==> src/rtl/stream_src_pkg.sv <==
// stream_src_pkg: shared types and widths for the sequence source.
//   DATA_W / CNT_W : element width and element-count width
//   state_t        : IDLE -> EMIT -> EOS -> DONE control states
//   elem_t         : one out0 beat (field0 = value, field1 = EOS flag)
//   EOS_BEAT       : the terminating beat (value 0, flag 1)
package stream_src_pkg;

   localparam int unsigned DATA_W = 64;
   localparam int unsigned CNT_W  = 32;

   typedef enum logic [1:0] {
      IDLE,
      EMIT,
      EOS,
      DONE
   } state_t;

   typedef struct packed {
      logic [DATA_W-1:0] field0;
      logic              field1;
   } elem_t;

   localparam elem_t EOS_BEAT = '{field0: '0, field1: 1'b1};

endpackage

==> src/rtl/stream_seq_source_if.sv <==
// stream_seq_source_if: the three handshake channels of the sequence source.
//   inCtrl  : start token with cfg_start / cfg_step / cfg_count
//   out0    : element stream (out0_data_field0 value, out0_data_field1 EOS flag)
//   outCtrl : completion token
// master = the source itself, slave = its environment.
interface stream_seq_source_if #(
   parameter int unsigned DATA_W = stream_src_pkg::DATA_W,
   parameter int unsigned CNT_W  = stream_src_pkg::CNT_W
) ();

   logic              inCtrl_valid;
   logic              inCtrl_ready;
   logic [DATA_W-1:0] cfg_start;
   logic [DATA_W-1:0] cfg_step;
   logic [CNT_W-1:0]  cfg_count;

   logic              out0_valid;
   logic              out0_ready;
   logic [DATA_W-1:0] out0_data_field0;
   logic              out0_data_field1;

   logic              outCtrl_valid;
   logic              outCtrl_ready;

   modport master (
      input  inCtrl_valid, cfg_start, cfg_step, cfg_count, out0_ready, outCtrl_ready,
      output inCtrl_ready, out0_valid, out0_data_field0, out0_data_field1, outCtrl_valid
   );

   modport slave (
      output inCtrl_valid, cfg_start, cfg_step, cfg_count, out0_ready, outCtrl_ready,
      input  inCtrl_ready, out0_valid, out0_data_field0, out0_data_field1, outCtrl_valid
   );

endinterface

==> src/rtl/stream_src_fsm.sv <==
// stream_src_fsm: control state and remaining-element counter.
//   clock, reset : single clock, synchronous active-high reset
//   in_fire      : start token transferred (cfg_count sampled)
//   out_fire     : out0 beat transferred
//   ctrl_fire    : completion token transferred
//   cfg_count    : number of data elements before EOS
//   state        : current control state
module stream_src_fsm
   import stream_src_pkg::*;
(
   input  logic             clock,
   input  logic             reset,
   input  logic             in_fire,
   input  logic             out_fire,
   input  logic             ctrl_fire,
   input  logic [CNT_W-1:0] cfg_count,
   output state_t           state
);

   state_t           state_q, state_d;
   logic [CNT_W-1:0] remain_q, remain_d;

   always_ff @(posedge clock) begin
      if (reset) begin
         state_q  <= IDLE;
         remain_q <= '0;
      end else begin
         state_q  <= state_d;
         remain_q <= remain_d;
      end
   end

   always_comb begin
      state_d  = state_q;
      remain_d = remain_q;
      unique case (state_q)
         IDLE: begin
            if (in_fire) begin
               remain_d = cfg_count;
               state_d  = (cfg_count != '0) ? EMIT : EOS;
            end
         end
         EMIT: begin
            // Leave on the beat that consumes the last element, so remain
            // only ever counts down to zero and cannot wrap.
            if (out_fire) begin
               remain_d = remain_q - CNT_W'(1);
               if (remain_q == CNT_W'(1)) state_d = EOS;
            end
         end
         EOS: begin
            if (out_fire) state_d = DONE;
         end
         DONE: begin
            if (ctrl_fire) state_d = IDLE;
         end
         default: state_d = IDLE;
      endcase
   end

   assign state = state_q;

endmodule

==> src/rtl/stream_seq_source.sv <==
// stream_seq_source: on one start token emits cfg_count elements
// cfg_start, cfg_start+cfg_step, ... (mod 2^DATA_W) on out0, then an EOS beat,
// then offers a completion token on outCtrl.
//   clock, reset : single clock, synchronous active-high reset
//   bus          : inCtrl / out0 / outCtrl channels (master side)
// All valids and data come from registered state only; readies never feed a
// valid combinationally. Every output is held at 0 while reset is high.
module stream_seq_source
   import stream_src_pkg::*;
(
   input  logic                 clock,
   input  logic                 reset,
   stream_seq_source_if.master  bus
);

   state_t            state;
   logic [DATA_W-1:0] cur_q, cur_d;
   logic [DATA_W-1:0] step_q, step_d;
   elem_t             beat;
   logic              in_ready, out_valid, ctrl_valid;
   logic              in_fire, out_fire, ctrl_fire;

   always_comb begin
      in_ready   = !reset && (state == IDLE);
      out_valid  = !reset && ((state == EMIT) || (state == EOS));
      ctrl_valid = !reset && (state == DONE);
      in_fire    = in_ready   && bus.inCtrl_valid;
      out_fire   = out_valid  && bus.out0_ready;
      ctrl_fire  = ctrl_valid && bus.outCtrl_ready;
   end

   stream_src_fsm u_fsm (
      .clock     (clock),
      .reset     (reset),
      .in_fire   (in_fire),
      .out_fire  (out_fire),
      .ctrl_fire (ctrl_fire),
      .cfg_count (bus.cfg_count),
      .state     (state)
   );

   always_ff @(posedge clock) begin
      if (reset) begin
         cur_q  <= '0;
         step_q <= '0;
      end else begin
         cur_q  <= cur_d;
         step_q <= step_d;
      end
   end

   always_comb begin
      cur_d  = cur_q;
      step_d = step_q;
      if (in_fire) begin
         cur_d  = bus.cfg_start;
         step_d = bus.cfg_step;
      end else if (out_fire && (state == EMIT)) begin
         cur_d = cur_q + step_q;
      end
   end

   always_comb begin
      beat = '0;
      if (!reset) begin
         if (state == EMIT)     beat = '{field0: cur_q, field1: 1'b0};
         else if (state == EOS) beat = EOS_BEAT;
      end
   end

   assign bus.inCtrl_ready     = in_ready;
   assign bus.out0_valid       = out_valid;
   assign bus.out0_data_field0 = beat.field0;
   assign bus.out0_data_field1 = beat.field1;
   assign bus.outCtrl_valid    = ctrl_valid;

endmodule

==> src/flat_wrapper.sv <==
// flat-port wrapper written by rule: the top's interface ports become plain ports
module stream_seq_source_flat import stream_src_pkg::*;
  (clock, reset, bus_inCtrl_valid, bus_cfg_start, bus_cfg_step, bus_cfg_count, bus_out0_ready, bus_outCtrl_ready, bus_inCtrl_ready, bus_out0_valid, bus_out0_data_field0, bus_out0_data_field1, bus_outCtrl_valid);
  stream_seq_source_if bus_i ();
  input  logic clock;
  input  logic reset;
  input wire logic [$bits(bus_i.inCtrl_valid)-1:0] bus_inCtrl_valid;
  input wire logic [$bits(bus_i.cfg_start)-1:0] bus_cfg_start;
  input wire logic [$bits(bus_i.cfg_step)-1:0] bus_cfg_step;
  input wire logic [$bits(bus_i.cfg_count)-1:0] bus_cfg_count;
  input wire logic [$bits(bus_i.out0_ready)-1:0] bus_out0_ready;
  input wire logic [$bits(bus_i.outCtrl_ready)-1:0] bus_outCtrl_ready;
  output wire logic [$bits(bus_i.inCtrl_ready)-1:0] bus_inCtrl_ready;
  output wire logic [$bits(bus_i.out0_valid)-1:0] bus_out0_valid;
  output wire logic [$bits(bus_i.out0_data_field0)-1:0] bus_out0_data_field0;
  output wire logic [$bits(bus_i.out0_data_field1)-1:0] bus_out0_data_field1;
  output wire logic [$bits(bus_i.outCtrl_valid)-1:0] bus_outCtrl_valid;
  assign bus_i.inCtrl_valid = bus_inCtrl_valid;
  assign bus_i.cfg_start = bus_cfg_start;
  assign bus_i.cfg_step = bus_cfg_step;
  assign bus_i.cfg_count = bus_cfg_count;
  assign bus_i.out0_ready = bus_out0_ready;
  assign bus_i.outCtrl_ready = bus_outCtrl_ready;
  assign bus_inCtrl_ready = bus_i.inCtrl_ready;
  assign bus_out0_valid = bus_i.out0_valid;
  assign bus_out0_data_field0 = bus_i.out0_data_field0;
  assign bus_out0_data_field1 = bus_i.out0_data_field1;
  assign bus_outCtrl_valid = bus_i.outCtrl_valid;
  stream_seq_source u_core (.clock(clock), .reset(reset), .bus(bus_i));
endmodule
==> config.mk <==
export PLATFORM = sky130hd
export DESIGN_NAME = stream_seq_source_flat
export DESIGN_NICKNAME = d
export VERILOG_FILES = /design/src/rtl/stream_src_pkg.sv /design/src/rtl/stream_seq_source_if.sv /design/src/rtl/stream_src_fsm.sv /design/src/rtl/stream_seq_source.sv /design/src/flat_wrapper.sv
export SDC_FILE = /design/constraint.sdc
export NUM_CORES = 1
export LEC_CHECK = 0
export BUFFER_PORTS_ARGS = -buffer_cell sky130_fd_sc_hd__clkbuf_2
export CAP_MARGIN = 20
export CORE_MARGIN = 2
export CORE_UTILIZATION = 61
export CTS_CLUSTER_DIAMETER = 40
export DETAILED_ROUTE_END_ITERATION = 8
export PLACE_DENSITY = 0.95
export SLEW_MARGIN = 20
export SYNTH_ARGS = -nofsm -noshare
export SYNTH_HDL_FRONTEND = slang
export SYNTH_SLANG_ARGS = --single-unit
==> constraint.sdc <==
create_clock -name clock -period 7.04 [get_ports clock]
set_clock_uncertainty 0.2 [all_clocks]
set_input_delay 1.056 -clock clock [delete_from_list [all_inputs] [get_ports clock]]
set_output_delay 1.056 -clock clock [all_outputs]
set_load 0.1 [all_outputs]
==> results.yml <==
drt:
  met1_length_um: 14370
  wl_met3_um: 2706
  post_drt_wl_per_cell_um: 17.67
  postRouteAntennaNets: 0
  wl_met2_um: 16380
  vias: 12420
  drc_errors: 0
  viasPerCell: 6.349
  drt_iter0_markers: 1073
  wl_um: 34550
  top_layer: "met4"
  drtPass1Iterations: 9
critical_path:
  cp.buffers_inverters: 4
  cp_top_family: "buffers and inverters"
  worstSetupStartpoint: "reset"
  crit_path_max_fanout: 111
  r2r_setup_slack_ns: 2.66
  critPathLaunchType: "input pin"
  crit_cells: 5
  r2r_cells: 12
  critical_path_class: "in2out"
  endpoint_kind: "output pin"
  reg2reg_to: "u_core.cur_q[52]$_SDFFE_PP0P_"
  arrival_ns: 3.54
  cpMaxStageDelayCell: "inv_4"
  setup.worst_path.end: "bus_out0_data_field0[32]"
  cp_common_cell: "clkbuf_2"
  max_stage_delay_ns: 0.75
  crit_chain: "clkbuf_2 > inv_4 > buf_12 > and3_1 > clkbuf_2"
  rr_startpoint: "u_core.cur_q[0]$_SDFFE_PP0P_"
  worstPathRequired_ns: 5.78
cts:
  cts.htree.levels: 4
  numCtsBuffers: 17
  post_cts_resized: 0
  clk_path_buf_depth: 2
  root_buffer: "clkbuf_16"
  cts_tree: "yes"
  hold_buffers: 0
  clk_pin_slew_ns: 0.06
  clkSinkCount: 162
  clock_latency_ns: 0.44
  cts_setup_buffers: 0
logic_synthesis:
  synth.top_cell.area_share: 0.2880
  ys_top_cells_by_area: "dfxtp_1, nand2_1, ha_1"
  ys_seq_area_frac: 0.2880
  synth_edf_count: 0
  syn-instance-count: 1559
  async_flop_share: 0
  synth.distinct_cells: 64
  yosysWarnings: 0
  synth_area_um2: 11260
  yosys-top-cells-count: "nand2_1, a21oi_1, dfxtp_1"
  synth-seq-cells: 162
  dominantRegCellSynth: "dfxtp_1"
  yosysMostFrequentCell: "nand2_1"
  synth_top_area_cell: "dfxtp_1"
  syn_area_per_cell_um2: 7.223
  synth.net_count: 1795
global_route:
  antenna_found_initial: 2
  grt_pass1_vias: 11670
  gr-total-overflow: 0
  grt_max_degree: 112
  grt_usage: 0.3428
  grt_pass1_wl_um: 55970
sta:
  final.setup.tns_ns: 0
  grt_setup_unrepaired: "no"
  worst_slew_pin_slew_ns: 1.059
  report.final.setup_viol: 0
  slew_viol_final: 0
  hold_viol_final: 0
  relSlewSlack: 0.2880
  min_period_ns: 4.801
  fin_crit_sh: 0.6820
  max_clock_freq_mhz: 208.3
finish:
  nets: 1950
  fillerInstances: 1456
  area_growth_pct: 15.76
  final_cells: 1956
  drive_gt1_frac: 0.1693
  final_area_um2: 13040
status:
  status: "finished clean"
power:
  power_density_nw_per_um2: 407.1
  design_power_total_w: 0.005307
  ir_worst_vdd_mv: 0.2622
  leakagePower_nw: 6.050
floorplanning:
  die_w_um: 139.9
  dieHeight_um: 139.9
  rows: 49
  start_util: 0.6247
  core_um2: 18020
  dieArea_um2: 19560
  io_pins: 233
min_path:
  hold_path.class: "reg2reg"
placement:
  gp_congestion: 0.9409
  place_area_um2: 12440
  portBuffers: 232
  placed_cells: 1924
  dp_hpwl_um: 24450
job:
  drv_cap: 0
[power by group]
group | internal [W] | total, W | switching (W) | leakage [nW]
clock | 0.000557 | 0.000945 | 0.000387 | 0.293
combinational | 0.000969 | 0.00288 | 0.00191 | 4.42
sequential | 0.00120 | 0.00149 | 0.000281 | 1.34
total | 0.00273 | 0.00531 | 0.00258 | 6.05
[cell type report]
| cell class | instances | area, um^2 | area share |
|---|---|---|---|
| Multi-Input combinational cell | 1261 | 7551 | 0.5793 |
| Timing Repair Buffer | 242 | 1249 | 0.09580 |
| Antenna cell | 2 | 5.005 | 0.0003840 |
| Clock buffer | 22 | 484.2 | 0.03715 |
| Inverter | 30 | 115.1 | 0.008831 |
| Clock inverter | 8 | 101.3 | 0.007775 |
| Sequential cell | 162 | 3243 | 0.2488 |
| Tap cell | 229 | 286.5 | 0.02198 |
[flip-flops by register name, summed over array words and instances (netlist names)]
register	flops
u_core.cur_q	64
u_core.step_q	64
u_core.u_fsm.remain_q	32
u_core.u_fsm.state	2
[through the flow]
step,hold WS [ns],util,worst slack (ns)
6_report,0.2639,0.7232,2.239
5_1_grt,0.2857,0.7232,2.119
4_1_cts,0.2672,0.7229,2.292
3_5_place_dp,0.2542,0.6904,2.293
3_3_place_gp,0.2490,0.6902,2.376
2_1_floorplan,0.2403,-,2.484
[cells by family after synthesis]
group	after synthesis	synth area share
and+or+nand+nor	581	0.2426
AOI/OAI and AO/OA	545	0.2937
DFF	162	0.2880
buffers and inverters	136	0.04556
adders and majority gates	71	0.07956
xor gates and xnor gates	56	0.04356
muxes	8	0.007111
[layer usage]
layer  GRT usage  vias up
li1            -     5949
met1      0.4376     5741
met2      0.5723      630
met3     0.05334       99
met4      0.1537        0
met5           0        -
[cells in the final DEF (no fill, tap or decap), types with 12 or more instances in the layout]
| cell | Yosys | final |
|---|---|---|
| a211oi_1 | 45 | 45 |
| a21o_1 | 54 | 54 |
| a21oi_1 | 173 | 172 |
| a22oi_1 | 14 | 13 |
| a31oi_1 | 18 | 18 |
| and3_1 | 66 | 66 |
| clkbuf_16 | 0 | 17 |
| clkbuf_2 | 0 | 232 |
| dfxtp_1 | 162 | 162 |
| ha_1 | 70 | 69 |
| inv_1 | 30 | 29 |
| nand2_1 | 272 | 271 |
| nand3_1 | 24 | 24 |
| nand4_1 | 17 | 17 |
| nor2_1 | 113 | 112 |
| nor2b_1 | 12 | 12 |
| nor3_1 | 15 | 15 |
| nor4_1 | 18 | 18 |
| o21ai_0 | 149 | 148 |
| o21bai_1 | 22 | 22 |
| xnor2_1 | 34 | 34 |
| xor2_1 | 22 | 22 |
[worst register-to-register path, stage by stage (launching register included)]
cell	delay [ns]
dfxtp_1	0.35
ha_1	0.24
fa_1	0.45
a211oi_1	0.27
o21ai_1	0.21
o2111a_1	0.31
o211ai_1	0.34
a211oi_1	0.19
o21ai_0	0.56
o21ai_1	0.35
a21boi_0	0.43
xor2_1	0.13
a211oi_1	0.26
[worst min-delay path by stage]
stage	cells past startpoint	to	slack (ns)	start
3_5_place_dp	2	u_core.step_q[29]$_SDFFE_PP0P_	0.25	u_core.step_q[29]$_SDFFE_PP0P_
4_1_cts	2	u_core.step_q[29]$_SDFFE_PP0P_	0.27	u_core.step_q[29]$_SDFFE_PP0P_
5_1_grt	2	u_core.step_q[48]$_SDFFE_PP0P_	0.29	u_core.step_q[48]$_SDFFE_PP0P_
6_report	2	u_core.step_q[51]$_SDFFE_PP0P_	0.26	u_core.step_q[51]$_SDFFE_PP0P_
2_1_floorplan	2	u_core.step_q[0]$_SDFFE_PP0P_	0.24	u_core.step_q[0]$_SDFFE_PP0P_
3_3_place_gp	2	u_core.step_q[62]$_SDFFE_PP0P_	0.25	u_core.step_q[62]$_SDFFE_PP0P_
No activity file was read; power rests on OpenSTA's default activity.
